`src/rtl/z80_bus_arbiter_pkg.sv`:
```
// z80_bus_arbiter_pkg: shared bus widths, arbiter FSM states and bus-mux select codes
// Contents:
//   ADDR_W / DATA_W  - system bus address and data widths
//   CNT_W            - width of the burst and hold counters
//   state_t          - S_RST, S_CPU, S_DMA, S_HOLD
//   SEL_CPU/SEL_DMA  - bus_mux select values
package z80_bus_arbiter_pkg;
    localparam int ADDR_W = 16;
    localparam int DATA_W = 8;
    localparam int CNT_W = 4;
    typedef enum logic [1:0] {S_RST, S_CPU, S_DMA, S_HOLD} state_t;
    localparam logic SEL_CPU = 1'b0;
    localparam logic SEL_DMA = 1'b1;
endpackage

```
`src/rtl/z80_bus_arbiter_bus_mux.sv`:
```
// z80_bus_arbiter_bus_mux: combinational 2:1 select of the RAM address/we/wdata between core and DMA
// Ports:
//   sel                                  - SEL_CPU or SEL_DMA
//   cpu_address, cpu_we, cpu_wdata       - core side
//   dma_address, dma_we, dma_wdata       - DMA side
//   address, we, wdata                   - selected master (write enable not yet gated)
module z80_bus_arbiter_bus_mux
    import z80_bus_arbiter_pkg::*;
(
    input  logic              sel,
    input  logic [ADDR_W-1:0] cpu_address,
    input  logic              cpu_we,
    input  logic [DATA_W-1:0] cpu_wdata,
    input  logic [ADDR_W-1:0] dma_address,
    input  logic              dma_we,
    input  logic [DATA_W-1:0] dma_wdata,
    output logic [ADDR_W-1:0] address,
    output logic              we,
    output logic [DATA_W-1:0] wdata
);
    assign address = (sel == SEL_DMA) ? dma_address : cpu_address;
    assign we      = (sel == SEL_DMA) ? dma_we : cpu_we;
    assign wdata   = (sel == SEL_DMA) ? dma_wdata : cpu_wdata;
endmodule

```
`src/rtl/z80_bus_arbiter.sv`:
```
// z80_bus_arbiter: shares single-port RAM between the z80 core and one DMA master, stalling the
// core through cpu_ce while DMA owns the bus and bounding DMA bursts to MAX_BURST transfers,
// after which the core gets at least CPU_MIN cycles.
// Ports:
//   clock, reset                              - posedge clock, synchronous active-high reset
//   cpu_address/cpu_we/cpu_data_o/cpu_data_i  - core bus; cpu_ce stalls the core when low
//   dma_req/dma_address/dma_we/dma_wdata      - DMA request, held until dma_gnt & dma_req
//   dma_gnt/dma_rdata                         - DMA owns the bus this cycle / read data
//   mem_address/mem_we/mem_wdata/mem_rdata    - RAM port (same-cycle read)
//   stall_cnt                                 - core stall cycles, only with ARB_STATS_EN defined
// Configuration: define ARB_STATS_EN to build the saturating stall counter; otherwise it reads 0.
module z80_bus_arbiter
    import z80_bus_arbiter_pkg::*;
#(
    parameter int MAX_BURST = 4,
    parameter int CPU_MIN = 1
) (
    input  logic              clock,
    input  logic              reset,
    input  logic [ADDR_W-1:0] cpu_address,
    input  logic              cpu_we,
    input  logic [DATA_W-1:0] cpu_data_o,
    output logic [DATA_W-1:0] cpu_data_i,
    output logic              cpu_ce,
    input  logic              dma_req,
    input  logic [ADDR_W-1:0] dma_address,
    input  logic              dma_we,
    input  logic [DATA_W-1:0] dma_wdata,
    output logic              dma_gnt,
    output logic [DATA_W-1:0] dma_rdata,
    output logic [ADDR_W-1:0] mem_address,
    output logic              mem_we,
    output logic [DATA_W-1:0] mem_wdata,
    input  logic [DATA_W-1:0] mem_rdata,
    output logic [15:0]       stall_cnt
);
    localparam logic [CNT_W-1:0] MB = CNT_W'(MAX_BURST);
    localparam logic [CNT_W-1:0] CM = CNT_W'(CPU_MIN);

    state_t state, state_n;
    logic [CNT_W-1:0] burst, burst_n, hold, hold_n;
    logic [CNT_W-1:0] burst_inc, hold_inc;
    logic sel, we_en, mux_we;

    assign burst_inc = burst + 1'b1;
    assign hold_inc = hold + 1'b1;

    always_comb begin
        state_n = state;
        burst_n = burst;
        hold_n = hold;
        sel = SEL_CPU;
        we_en = 1'b0;
        case (state)
            S_RST: state_n = S_CPU;
            S_CPU: begin
                we_en = 1'b1;
                if (dma_req) begin
                    state_n = S_DMA;
                    burst_n = '0;
                end
            end
            S_DMA: begin
                sel = SEL_DMA;
                // a dropped request turns this cycle into a bubble: no RAM write
                we_en = dma_req;
                if (dma_req) begin
                    burst_n = burst_inc;
                    if (burst_inc == MB) begin
                        state_n = S_HOLD;
                        hold_n = '0;
                    end
                end else begin
                    state_n = S_CPU;
                end
            end
            S_HOLD: begin
                we_en = 1'b1;
                hold_n = hold_inc;
                if (hold_inc == CM) begin
                    state_n = dma_req ? S_DMA : S_CPU;
                    if (dma_req) burst_n = '0;
                end
            end
            default: state_n = S_RST;
        endcase
    end

    // cpu_ce/dma_gnt are registered from the next state so they switch only on cycle boundaries
    always_ff @(posedge clock) begin
        if (reset) begin
            state <= S_RST;
            cpu_ce <= 1'b0;
            dma_gnt <= 1'b0;
            burst <= '0;
            hold <= '0;
        end else begin
            state <= state_n;
            cpu_ce <= (state_n == S_CPU) || (state_n == S_HOLD);
            dma_gnt <= (state_n == S_DMA);
            burst <= burst_n;
            hold <= hold_n;
        end
    end

    z80_bus_arbiter_bus_mux u_bus_mux (
        .sel        (sel),
        .cpu_address(cpu_address),
        .cpu_we     (cpu_we),
        .cpu_wdata  (cpu_data_o),
        .dma_address(dma_address),
        .dma_we     (dma_we),
        .dma_wdata  (dma_wdata),
        .address    (mem_address),
        .we         (mux_we),
        .wdata      (mem_wdata)
    );

    assign mem_we = mux_we & we_en;
    assign cpu_data_i = mem_rdata;
    assign dma_rdata = mem_rdata;

`ifdef ARB_STATS_EN
    // the core is stalled exactly in cycles with cpu_ce low; the post-reset S_RST cycle is not a stall
    always_ff @(posedge clock) begin
        if (reset) stall_cnt <= '0;
        else if (!cpu_ce && state != S_RST && stall_cnt != 16'hFFFF) stall_cnt <= stall_cnt + 1'b1;
    end
`else
    assign stall_cnt = 16'h0000;
`endif
endmodule
```
`config.mk`:
```
export PLATFORM = sky130hd
export DESIGN_NAME = z80_bus_arbiter
export DESIGN_NICKNAME = d
export VERILOG_FILES = /design/src/rtl/z80_bus_arbiter_pkg.sv /design/src/rtl/z80_bus_arbiter_bus_mux.sv /design/src/rtl/z80_bus_arbiter.sv
export SDC_FILE = /design/constraint.sdc
export NUM_CORES = 1
export LEC_CHECK = 0
export ABC_AREA = 1
export BUFFER_PORTS_ARGS = -buffer_cell sky130_fd_sc_hd__buf_2
export CAP_MARGIN = 20
export CORE_ASPECT_RATIO = 1.4
export CORE_MARGIN = 2
export CORE_UTILIZATION = 38
export CTS_CLUSTER_DIAMETER = 80
export DETAILED_ROUTE_END_ITERATION = 12
export GPL_ROUTABILITY_DRIVEN = 0
export PLACE_DENSITY_LB_ADDON = 0.3
export SYNTH_ARGS = -nofsm -noshare
export SYNTH_HDL_FRONTEND = slang
export SYNTH_SLANG_ARGS = --single-unit
```
`constraint.sdc`:
```
create_clock -name clock -period 2.95 [get_ports clock]
set_clock_uncertainty 0.05 [all_clocks]
set_input_delay 0.4425 -clock clock [delete_from_list [all_inputs] [get_ports clock]]
set_output_delay 0.4425 -clock clock [all_outputs]
set_load 0.02 [all_outputs]
```
# Word level (Yosys, flattened, before mapping)
# Index checks and enable logic that the tools add are counted.
[word_totals]
wordCells = 44
in_bits = 61
ff_bits = 12
out_inout_bits = 59
[classes]
eq_ne = 11
mux = 18
bitwise_logic = 1
n_reduce_logical = 7
n_addsub = 2
[ops]
columns = ["op", "n"]
rows = [
  ["$mux W4", 5],
  ["$mux W16", 1],
  ["$pmux W4 S3", 1],
  ["$mux W2", 5],
  ["$add A4 B1 Y4 const B", 2],
  ["$eq A2 B2 Y1 const B", 4],
  ["$mux W8", 1],
  ["$pmux W2 S4", 1],
  ["$pmux W4 S2", 1],
  ["$ne A2 B2 Y1 const B", 3],
  ["$reduce_and A3 Y1", 2],
  ["$eq A2 B1 Y1 const B", 2],
  ["$eq A4 B1 Y1 const B", 1],
  ["$eq A4 B3 Y1 const B", 1],
  ["$reduce_bool A3 Y1", 1],
  ["$logic_not A2 Y1", 1],
  ["$mux W1", 2],
  ["$pmux W1 S2", 1],
  ["$reduce_bool A2 Y1", 1],
  ["$reduce_or A2 Y1", 1],
  ["$and A1 B1 Y1", 1],
  ["$logic_or A1 B1 Y1", 1],
]

# Depth between registers and ports, before layout
# Gate-level depths: netlist (run 1).
[depth]
word_depth = 7
mapped_depth = 9
ltp_nobuf = 9

# Modules after synthesis
# From an unflattened synthesis (run 1), not the netlist that was laid out.
[hier_totals]
hier_cells = 208
hier_area_um2 = 1236.2
[modules_own_cells]
columns = ["module", "seq_area_each_um2", "area_per_inst_um2", "instances", "cells_each"]
rows = [
  ["z80_bus_arbiter", 240.2, 897.1, 1, 127],
  ["z80_bus_arbiter_bus_mux", 0.0, 339.1, 1, 81],
]

# Least setup slack after synthesis (run 1)
# Ideal clock, no wire load.
[synth_path]
path_type = "register to output"
startpoint = "reg cpu_ce (netlist name)"
endpoint = "out mem_address[10]"
required_time_ns = 2.457
n_path_buf = 1
stages_incl_launch_ff = 6
arrival_time_ns = 1.149
slack_ns = 1.309
cell_sequence = "dfxtp_1 > nor2_4 > inv_2 > buf_2 > nand2_1 > nand2_1"
[synth_lines]
columns = ["element", "line", "source"]
rows = [
  ["end, declared", "z80_bus_arbiter.sv:31", "output logic [ADDR_W-1:0] mem_address,"],
]

# Worst setup path after layout (run 1)
[layout_path]
startpoint = "reg state[1]"
endpoint = "out mem_address[10]"
[layout_between]
elab_chain_cells = 3
[layout_rtl]
columns = ["element", "line", "source"]
rows = [
  ["start, declared", "z80_bus_arbiter.sv:40", "state_t state, state_n;"],
  ["start signal, assigned", "z80_bus_arbiter.sv:98", "state <= state_n;"],
  ["$eq A2 B2 Y1", "z80_bus_arbiter.sv:54", "case (state)"],
  ["$mux W1", "z80_bus_arbiter.sv:54", ""],
  ["$mux W16", "z80_bus_arbiter_bus_mux.sv:21", "assign address = (sel == SEL_DMA) ? dma_address : cpu_address;"],
]
# Every way passes these cells.

==> flow_summary.toml, run 1 <==
[global_route]
grt_pass1_vias = 1222
antenna_found_initial = 0
grtUsageMet1_pct = 21.1
grt-busiest-layer = "met2"
grtUsageTotal_pct = 19.7
grt_max_degree = 28
use_met3_pct = 6.68
use_met2_pct = 32.6
grt_pass1_wl_um = 5360
grt.overflow.total = 0

[floorplanning]
io_pins = 120
start_util_pct = 40.4
design.core.area_sq_mm = 0.00291
rows = 23
die_h_um = 69.8
die_w_um = 51.0
dieArea_sq_mm = 0.00356

[placed_design]
dp_hpwl_um = 2940
placed_area_sq_mm = 0.00141
port_buffers = 79
dpl.cell_count = 295

[setup_path]
cp_data_required_time_ns = 2.46
crit_path_start_kind = "flip-flop"
rrSetupSlack_ns = 1.14
worstSetupEndpointType = "output pin"
path_class = "flip-flop to output pin"
cp_max_fo = 27
arrival_ns = 1.86
slowest_delay_ns = 0.44
worstPathCellList = "inv_2, nor2_4, inv_2, nand2_1, nand2_1, buf_2"
worst_path_max_delay_cell = "nor2_4"

[clocking]
clockRootBuffer = "clkbuf_8"
cts_buffer_depth = 2
cts.clk_slew.worst_paths_ns = 0.05
cts.htree.levels = 1
cts_tree = "yes"
cts_hold_buf = 0
cts_buffers = 3
clock-sinks = 11
cts.repair.resized = 0
clkLatencyLatePin_ns = 0.24
cts_setup_buffers = 0

[final_layout]
nFillCells = 331
final_cells = 299
antennaDiodeCount = 0
syn2layout_area_growth_pct = 23.8
drive_above_1_share_pct = 34.7
multi_input_area_sq_um = 677
fin_area_sq_mm = 0.00145
seqCellArea_sq_um = 220
finalNetCount = 328

[timing]
maxSlewViolCount = 0
hold_ws_ns = 0.422
min_period_ns = 2.35
grt_setup_unrepaired = "no"
worst_pin_slew_ns = 0.564
slew_headroom_pct = 62.3
hold_violations = 0
finalCritPeriodShare_pct = 79.6
finalSetupViolCount = 0
setup_tns_ns = 0
fmax_ghz = 0.426

[synthesis]
ys_seq_area_share_pct = 18.8
syn_inst = 201
synth.top_cell.area_share_pct = 29.1
ys_warn_count = 0
syn_avg_cell_area_sq_um = 5.84
syn_area_sq_mm = 0.00117
synth.distinct_cells = 23
yosysTopAreaCell = "nand2_1"
synth.area.top_cells = "nand2_1, buf_4, dfxtp_1, inv_1, ha_1"
synth_seq_cells = 11

[pwr]
power_frac_comb_pct = 36.0
p_sw_share_pct = 36.6
power.density_mw_per_mm2 = 338
power_mw = 0.490
leakagePower_nw = 0.895
seqPwrFrac_pct = 32.7
p_switching_mw = 0.180
internal_power_mw = 0.311
clockPowerShare_pct = 31.3
ir_drop_mv = 0.231

[route]
drcViolationCount = 0
wl_um = 3590
routedWlPerCell_um = 12.0
drtAntennaViolNets = 0
routed-via-count = 1342
dr.pass1.iters = 4
first_iter_violations = 26
viasPerCell = 4.49

[worst_hold_path]
holdCritPathClass = "input port to flip-flop"

[flow_run]
drv_cap = 0

[status]
status = "completed"
==> worst paths after layout <==
path,start,cells past startpoint,endpoint
setup / recovery,state[1],6,mem_address[10]
hold / removal,reset,2,burst[0]
setup reg to reg,state[1],6,burst[1]
hold reg to reg,hold[3],2,hold[3]
==> synthesized netlist by cell type, drive strengths merged <==
| cell | instances |
|---|---|
| a21oi | 6 |
| a32o | 1 |
| and2 | 1 |
| buf | 37 |
| clkinv | 1 |
| conb | 1 |
| dfxtp | 11 |
| ha | 4 |
| inv | 17 |
| nand2 | 92 |
| nand3 | 9 |
| nand4 | 4 |
| nor2 | 13 |
| nor3 | 1 |
| o21ai | 3 |
==> layer usage <==
metal / up-vias / wire, um
met4: 0 / 85
met1: 576 / 1420
li1: 687 / -
met2: 69 / 1670
met5: - / 0
met3: 10 / 417
==> power by group through the flow <==
stage               sequential, mW  clock, mW  combinational (mW)
floorplan                    0.164          0               0.151
global placement             0.163          0               0.176
detailed placement           0.163          0               0.176
CTS                          0.160      0.157               0.176
global route                 0.161      0.162               0.194
finish                       0.160      0.154               0.176
==> cells by family (layout without fill, tap and decap cells) <==
| logic type | Yosys count | count (layout) | share of synthesized area, % |
|---|---|---|---|
| flops | 11 | 11 | 18.8 |
| fa+ha+maj | 4 | 4 | 4.26 |
| simple gates | 120 | 120 | 43.3 |
| compound gates | 10 | 10 | 5.01 |
| buf+inv | 55 | 101 | 28.4 |
| other cells | 1 | 16 | 0.320 |
==> critical path: cells and delay by family, from the launching register on <==
family,cells,cell delay [ns]
buffers and inverters,3,0.57
flip-flops,1,0.39
AND/OR/NAND/NOR,3,0.65
==> final cells by class <==
class | instances | area share, %
multi-input combinational | 150 | 46.6
timing repair buffer | 79 | 27.2
sequential | 11 | 15.2
inverter | 18 | 4.74
tap | 37 | 3.19
clock buffer | 4 | 3.10
==> metrics by stage <==
step                setup WS, ns  utilization (%)
detailed placement         0.819             48.4
global placement           0.879             48.4
floorplan                   1.31                -
CTS                        0.570             50.0
global route               0.395             50.0
finish                     0.602             50.0
==> sequential cells by signal (all words and copies together), names as in the netlist <==
| signal | flops |
|---|---|
| burst | 4 |
| hold | 4 |
| cpu_ce | 1 |
| dma_gnt | 1 |
| state | 1 |
==> cells in the final DEF (no fill, tap or decap), drive strengths merged <==
cell type  netlist  layout
a21oi            6       6
clkinv           1       1
dfxtp           11      11
nor3             1       1
conb             1      16
buf             37      79
ha               4       4
o21ai            3       3
inv             17      17
nor2            13      13
and2             1       1
a32o             1       1
nand3            9       9
nand2           92      92
nand4            4       4
clkbuf           0       4
Power figures use the tool's default switching activity.
==> run 2, diff against run 1 <==
--- a/config.mk
+++ b/config.mk
@@ -5,12 +5,12 @@
 export SDC_FILE = /design/constraint.sdc
 export NUM_CORES = 1
 export LEC_CHECK = 0
-export ABC_AREA = 1
+export ABC_AREA = 0
 export BUFFER_PORTS_ARGS = -buffer_cell sky130_fd_sc_hd__buf_2
 export CAP_MARGIN = 20
 export CORE_ASPECT_RATIO = 1.4
 export CORE_MARGIN = 2
-export CORE_UTILIZATION = 38
+export CORE_UTILIZATION = 32
 export CTS_CLUSTER_DIAMETER = 80
 export DETAILED_ROUTE_END_ITERATION = 12
 export GPL_ROUTABILITY_DRIVEN = 0
==> constraint.sdc (replaced) <==
create_clock -name clock -period 2 [get_ports clock]
set_clock_uncertainty 0.05 [all_clocks]
set_input_delay 0.3 -clock clock [delete_from_list [all_inputs] [get_ports clock]]
set_output_delay 0.3 -clock clock [all_outputs]
set_load 0.02 [all_outputs]
==> run 2 against run 1 <==
  * Worst setup slack got worse by 0.52 ns
  * Die area increased by 17%
  * Register-to-register slack worse by 0.69 ns
  * Final cell count down 21%
  * Total power grew 44%
  * Largest power group unchanged
==> flow_summary.toml, run 2 <==
[final_layout]
nFillCells = 392
antennaDiodeCount = 0
syn2layout_area_growth_pct = 25.6
finalNetCount = 260
mostFrequentLayoutCell = "buf_2"
drive_above_1_share_pct = 58.8
reg.largest.list = "burst: 4 flops, hold: 4 flops"
multi_input_area_sq_um = 713
seqCellArea_sq_um = 221
final_cell_mix = "buf_2, mux2_2, conb_1"

[clocking]
clockRootBuffer = "clkbuf_8"
clkLatencyLatePin_ns = 0.25
clock-sinks = 11
cts.clk_slew.worst_paths_ns = 0.06
cts_buffer_depth = 2
cts_tree = "yes"
cts.repair.resized = 1
cts_setup_buffers = 0
cts_buffers = 3
cts.htree.levels = 1
cts_hold_buf = 0

[synthesis]
synth.distinct_cells = 35
ys_seq_area_share_pct = 18.8
ys_warn_count = 0
yosysTopAreaCell = "mux2_2"
synthFlopType = "dfxtp_1"
syn_area_sq_mm = 0.00117
synth.area.top_cells = "mux2_2, buf_4, dfxtp_1, ha_1, mux2i_1"
synth_edf_count = 0
syn_inst = 132
synth_common_cells = "buf_4, mux2_2, dfxtp_1, nand2_1, nand3_1"
synth.top_cell.area_share_pct = 23.1
synthArstFlopShare_pct = 0
synth_seq_cells = 11
syn_avg_cell_area_sq_um = 8.85
synth_most_common_cell = "buf_4"

[placed_design]
dp_hpwl_um = 2340
port_buffers = 79

[pwr]
power.density_mw_per_mm2 = 481
ir_drop_mv = 0.288
leakagePower_nw = 0.720

[floorplanning]
start_util_pct = 32.7
dieArea_sq_mm = 0.00416
die_w_um = 55.1
io_pins = 120
design.core.area_sq_mm = 0.00358
die_h_um = 75.5
rows = 26

[global_route]
grt_pass1_vias = 959
grt_pass1_wl_um = 4020
grt_max_degree = 33
antenna_found_initial = 0
grtUsageTotal_pct = 13.2
grt.overflow.total = 0

[worst_hold_path]
holdCritPathClass = "input port to flip-flop"
whs_path_depth = 2
hold_start = "reset"
hold_end = "burst[2]"

[setup_path]
path_class = "flip-flop to output pin"
worstSetupEndpointType = "output pin"
worst_path_max_delay_cell = "dfxtp_2"
cpLargestDelayFamily = "flip-flops"
timing.rr.start = "hold[0]"
rr_endpoint = "burst[3]"
cp_data_required_time_ns = 1.65
crit_path_start_kind = "flip-flop"
reg2regPathDepth = 5
rrSetupSlack_ns = 0.45
slowest_delay_ns = 0.40
cp_max_fo = 32
arrival_ns = 1.57
worstPathCellList = "nor2b_4, buf_12, mux2_2, buf_2"
path_buf_inv = 2

[flow_run]
drv_cap = 0

[route]
dr.pass1.iters = 4
first_iter_violations = 10
routedWlPerCell_um = 12.0
drtAntennaViolNets = 0
drcViolationCount = 0
routed-via-count = 1067
wl_um = 2830
viasPerCell = 4.52

[timing]
hold_violations = 0
grt_setup_unrepaired = "no"
setup_tns_ns = 0
fmax_ghz = 0.520
hold_ws_ns = 0.296
finalSetupViolCount = 0
min_period_ns = 1.92
maxSlewViolCount = 0
finalCritPeriodShare_pct = 96.1

[status]
status = "completed"
## run 2: cells by family (layout without fill, tap and decap cells)
kind of cell / count (synthesis) / in the layout / share of synthesized area, %
compound gates: 12 / 12 / 6.42
xor+xnor: 4 / 4 / 3.00
fa+ha+maj: 4 / 4 / 4.28
buf+inv: 41 / 88 / 24.9
flops: 11 / 11 / 18.8
mux: 27 / 27 / 25.7
other cells: 1 / 16 / 0.321
simple gates: 32 / 32 / 16.5
## run 2: report_power, final
part	switching, mW	total, mW	internal [mW]	leakage [nW]
registers	0.00570	0.230	0.225	0.0897
logic	0.141	0.248	0.106	0.604
clock network	0.0912	0.229	0.137	0.0255
## run 2: cell type report
class	instances	share of cell area, %
Clock buffer	3	2.81
Clock inverter	1	0.341
Multi-Input combinational cell	95	48.6
Sequential cell	11	15.1
Inverter	3	0.767
Tap cell	42	3.58
Timing Repair Buffer	81	28.8
## run 2: routing by layer
layer	routed length (um)	global-route usage [%]	up-vias
li1	-	-	533
met4	65	6.23	0
met3	205	2.35	14
met2	1540	24.3	48
met1	1020	14.1	472
met5	0	0	-
## run 2: worst register-to-register path: cells and delay by family, from the launching register on
kind                       cells  cell delay, ns
DFF                            1            0.34
muxes                          1            0.23
and+or+nand+nor                1            0.32
xor gates and xnor gates       1            0.15
adders and majority gates      1            0.23
AOI/OAI and AO/OA              1            0.14
## run 2: worst max-delay path by stage
stage	from	cells past startpoint	to
6_report	state[1]	4	mem_address[4]
5_1_grt	state[1]	4	mem_address[9]
4_1_cts	state[1]	4	mem_address[4]
3_5_place_dp	state[1]	4	mem_address[4]
3_3_place_gp	state[1]	4	mem_address[4]
2_1_floorplan	cpu_ce	4	mem_address[10]
## run 2: through the flow
stage	utilization, %	total power, mW	setup WS [ns]	instances	area [sq um]
2_1_floorplan	-	0.459	0.351	147	1220
3_3_place_gp	39.7	0.482	0.256	232	1420
3_5_place_dp	39.7	0.483	0.234	232	1420
4_1_cts	41.0	0.712	0.0704	236	1470
5_1_grt	41.0	0.739	0.0222	236	1470
6_report	41.0	0.707	0.0773	236	1470
